### config.mk
export PLATFORM = sky130hd
export DESIGN_NAME = gcd_result_fifo
export DESIGN_NICKNAME = d
export VERILOG_FILES = /design/src/rtl/gcd_pkg.sv /design/src/rtl/gcd_fifo_mem.sv /design/src/rtl/gcd_result_fifo.sv
export SDC_FILE = /design/constraint.sdc
export NUM_CORES = 1
export LEC_CHECK = 0
export CAP_MARGIN = 20
export CORE_ASPECT_RATIO = 0.9
export CORE_MARGIN = 2
export CORE_UTILIZATION = 33
export DETAILED_ROUTE_END_ITERATION = 7
export PLACE_DENSITY = 0.61
export REMOVE_ABC_BUFFERS = 1
export SETUP_SLACK_MARGIN = 0.2
export SLEW_MARGIN = 15
export SYNTH_ARGS = -nofsm -noshare
export SYNTH_HDL_FRONTEND = slang
export SYNTH_SLANG_ARGS = --single-unit
### constraint.sdc
create_clock -name clk_i -period 2.1 [get_ports clk_i]
set_input_delay 0.42 -clock clk_i [delete_from_list [all_inputs] [get_ports clk_i]]
set_output_delay 0.42 -clock clk_i [all_outputs]
set_load 0.01 [all_outputs]
### src/rtl/gcd_pkg.sv
// Constants shared by the gcd datapath and the blocks that consume its results.
package gcd_pkg;
   localparam int GCD_WIDTH = 32;
endpackage

### src/rtl/gcd_fifo_mem.sv
// FIFO storage: one synchronous write port, one asynchronous read port, no reset.
module gcd_fifo_mem #(
   parameter int width_p = 32,
   parameter int els_p   = 4,
   localparam int PTR_W  = $clog2(els_p)
) (
   input  logic               clk_i,
   input  logic               w_v_i,
   input  logic [PTR_W-1:0]   w_addr_i,
   input  logic [width_p-1:0] w_data_i,
   input  logic [PTR_W-1:0]   r_addr_i,
   output logic [width_p-1:0] r_data_o
);
   logic [width_p-1:0] mem_q [els_p];

   always_ff @(posedge clk_i) begin
      if (w_v_i) mem_q[w_addr_i] <= w_data_i;
   end

   assign r_data_o = mem_q[r_addr_i];
endmodule

### src/rtl/gcd_result_fifo.sv
// Result FIFO between the gcd stage and its consumer; valid/yumi on both sides.
module gcd_result_fifo
   import gcd_pkg::*;
#(
   parameter int width_p = GCD_WIDTH,
   parameter int els_p   = 4,
   localparam int PTR_W  = $clog2(els_p),
   localparam int CNT_W  = PTR_W + 1
) (
   input  logic               clk_i,
   input  logic               reset_i,
   input  logic               gcd_v_i,
   input  logic [width_p-1:0] gcd_data_i,
   output logic               gcd_yumi_o,
   output logic               v_o,
   output logic [width_p-1:0] data_o,
   input  logic               yumi_i,
   output logic [CNT_W-1:0]   count_o,
   output logic [15:0]        total_o
);
   logic [PTR_W-1:0] rptr_q, rptr_d, wptr_q, wptr_d;
   logic [CNT_W-1:0] count_q, count_d;
   logic [15:0]      total_q, total_d;
   logic             full, enq, deq;

   // Full is judged on registered count only, so a same-cycle dequeue never frees a slot.
   assign full = (count_q == CNT_W'(els_p));
   assign enq  = gcd_v_i & ~full & ~reset_i;
   assign v_o  = (count_q != '0) & ~reset_i;
   assign deq  = yumi_i & v_o;

   always_comb begin
      rptr_d  = rptr_q;
      wptr_d  = wptr_q;
      count_d = count_q;
      total_d = total_q;
      if (enq) begin
         wptr_d  = wptr_q + PTR_W'(1);
         total_d = total_q + 16'd1;
      end
      if (deq) rptr_d = rptr_q + PTR_W'(1);
      if (enq && !deq)      count_d = count_q + CNT_W'(1);
      else if (deq && !enq) count_d = count_q - CNT_W'(1);
   end

   always_ff @(posedge clk_i or posedge reset_i) begin
      if (reset_i) begin
         rptr_q  <= '0;
         wptr_q  <= '0;
         count_q <= '0;
         total_q <= '0;
      end else begin
         rptr_q  <= rptr_d;
         wptr_q  <= wptr_d;
         count_q <= count_d;
         total_q <= total_d;
      end
   end

   gcd_fifo_mem #(.width_p(width_p), .els_p(els_p)) u_mem (
      .clk_i    (clk_i),
      .w_v_i    (enq),
      .w_addr_i (wptr_q),
      .w_data_i (gcd_data_i),
      .r_addr_i (rptr_q),
      .r_data_o (data_o)
   );

   assign gcd_yumi_o = enq;
   assign count_o    = count_q;
   assign total_o    = total_q;

   // A consumer taking from an empty FIFO is a protocol slip; it is ignored but reported.
   a_no_yumi_when_empty: assert property (@(posedge clk_i) disable iff (reset_i) !(yumi_i && !v_o))
      else $warning("gcd_result_fifo: yumi_i while empty, ignored");
endmodule

==> results.json <==
{
  "synth_top_flop_cell": "edfxtp_1",
  "grt_pass1_vias": 3159,
  "grt_usage_pct": 13.0,
  "dp_hpwl_um": 7020,
  "clkLatencyLatePin_ns": 0.41,
  "die_x_um": 143,
  "final_util_pct": 46.8,
  "drt_iter0_drc": 162,
  "synth.distinct_cells": 25,
  "cp_common_cell": "buf_6",
  "yosysTopAreaCell": "edfxtp_1",
  "synth-async-reset-ratio_pct": 15.2,
  "drive_gt1_share_pct": 37.5,
  "htree_levels": 4,
  "core_um2": 17000,
  "max_freq_mhz": 447,
  "startpoint_type": "flop",
  "cts_hold_buf": 0,
  "setup_tns_ns": -2.55,
  "vias": 2926,
  "rsz0062_at_grt": "true",
  "antenna_cells": 0,
  "areaGrowthSynthToFinish_pct": 38.1,
  "wl_per_cell_um": 17.4,
  "path_class": "reg2out",
  "synth_top_area_share_pct": 66.7,
  "finClkSkew_ns": 0.00476,
  "ant_nets": 0,
  "fillers": 1460,
  "initial_utilization_pct": 33.9,
  "final_cell_area_um2": 7960,
  "seq_area_frac_synth_pct": 76.7,
  "leakage_nw": 2.80,
  "path_clk_slew_ns": 0.06,
  "grt-ovfl-total": 0,
  "synth_edf_count": 128,
  "avgViaCountPerCell": 4.52,
  "die_y_um": 129,
  "violations": "setup timing",
  "path_max_fanout": 8,
  "cap_violations": 0,
  "cts.sinks": 151,
  "io_buffers": 88,
  "cp_data_arrival_time_ns": 1.82,
  "placed_cells": 601,
  "antenna_found_initial": 0,
  "cp_slowest_cell": "mux4_2",
  "cts_tree": "built",
  "end_kind": "primary output",
  "hold_class": "in2async",
  "critPathTopFamily": "buffers and inverters",
  "ys_warn_count": 0,
  "synth_most_common_cell": "edfxtp_1",
  "drc": 0,
  "hold_viol": 0,
  "path_cells": "buf_4, buf_6, buf_16, mux4_2, buf_6",
  "cts_root_buffer": "clkbuf_16",
  "cts_buffers": 17,
  "status": "complete, but fails checks",
  "die-area_um2": 18500,
  "period_share_pct": 106,
  "grt_pass1_wl_um": 17300,
  "postLayoutSetupSlackWorst_ns": -0.136,
  "setup_viol": 32,
  "max_stage_delay_ns": 0.51,
  "netlist_top_cells_count": "128 x edfxtp_1, 32 x mux4_2, 23 x dfrtp_1",
  "required_ns": 1.68,
  "postPlaceCellArea_um2": 7180,
  "postSynthAreaPerCell_um2": 21.7,
  "ios": 89,
  "rows": 45,
  "path_buf_inv": 4,
  "synthesis.area_um2": 5760,
  "routed_wl_um": 11300,
  "drv_slew": 0,
  "first_pass_iters": 4,
  "min_period_ns": 2.24,
  "pre_cts_ws_ns": -0.118,
  "clockBufferDepth": 2,
  "grt_max_degree": 26,
  "synth.area.top_cells": "edfxtp_1 67%, mux4_2 13%, dfrtp_1 10%",
  "power_density_nw_per_um2": 1290,
  "synth-seq-cells": 151,
  "worst_pin_slew_ns": 0.315,
  "max-vdd-ir-drop_uv": 720,
  "max-slew-margin-rel_pct": 79.0,
  "fin_cells": 648,
  "num-nets-final": 443,
  "gp_congestion": 0.724,
  "syn_inst": 266
}
worst min-delay path: stages:
cell and delay (ns):
clkdlybuf4s50_1 0.42, inv_1 0.09, buf_4 0.31
stage by stage:
| stage | hold slack [ns] | total power, mW |
|---|---|---|
| floorplan | 0.438 | 5.40 |
| global placement | 0.485 | 7.05 |
| global route | 0.471 | 10.7 |
| detailed placement | 0.489 | 7.08 |
| finish | 0.443 | 10.2 |
| CTS | 0.431 | 10.3 |
cells in the final DEF (no fill, tap or decap), types with 8 or more instances in the layout:
cell type,n
nand4_1,9
edfxtp_1,128
buf_6,27
dfrtp_1,15
clkdlybuf4s50_1,52
dfrtp_2,8
xnor2_1,19
clkbuf_16,17
mux4_2,32
buf_12,11
buf_4,21
buf_2,9
power breakdown:
| group | switching (mW) | internal, mW |
|---|---|---|
| Clock | 1.21 | 1.65 |
| Combinational | 1.47 | 2.03 |
| Sequential | 0.198 | 3.67 |
state kept, by name, summed over array words and instances (netlist names):
register,cells
rptr_q,2
u_mem.mem_q,128
wptr_q,2
count_o,3
total_o,16
final cells by class:
type	count	area (um^2)	share of cell area [%]
Timing Repair Buffer	127	1370	17.2
Tap cell	235	294	3.70
Inverter	5	18.8	0.236
Sequential cell	151	4430	55.7
Multi-Input combinational cell	98	1270	16.0
Clock inverter	15	146	1.84
Clock buffer	17	425	5.35
cell families after synthesis:
family | Yosys count | synth area share (%)
DFF | 151 | 76.7
muxes | 34 | 12.9
and+or+nand+nor | 34 | 3.43
xor gates and xnor gates | 21 | 3.19
buffers and inverters | 17 | 1.65
adders and majority gates | 7 | 1.65
AOI/OAI and AO/OA | 2 | 0.456
worst paths after layout:
path	start	end	slack, ns	depth (start not counted)
min in group clk_i	total_o[5]	total_o[5]	0.50	1
min	reset_i	total_o[15]	0.44	3
max	rptr_q[0]	data_o[24]	-0.14	5
min reg2reg	total_o[5]	total_o[5]	0.50	1
max reg2reg	count_o[1]	count_o[1]	0.23	5
max in group asynchronous	reset_i	rptr_q[0]	1.40	3
routing by layer:
metal,global-route usage (%),part of all wire (%),routed length [um],up-vias
met5,0,0,0,-
met4,4.15,0.72,81,0
met3,4.58,5.8,657,8
met2,20.4,48,5420,83
met1,17.0,45,5110,1486
li1,-,-,-,1349
what timing repair did:
item	in CTS	in global routing
setup buffers	8	4
resized for setup	162	14
hold endpoints to repair	0	0
pin swaps	6	6
endpoints found under the setup margin	37	39
gates cloned	3	0
Power figures use the tool's default switching activity.
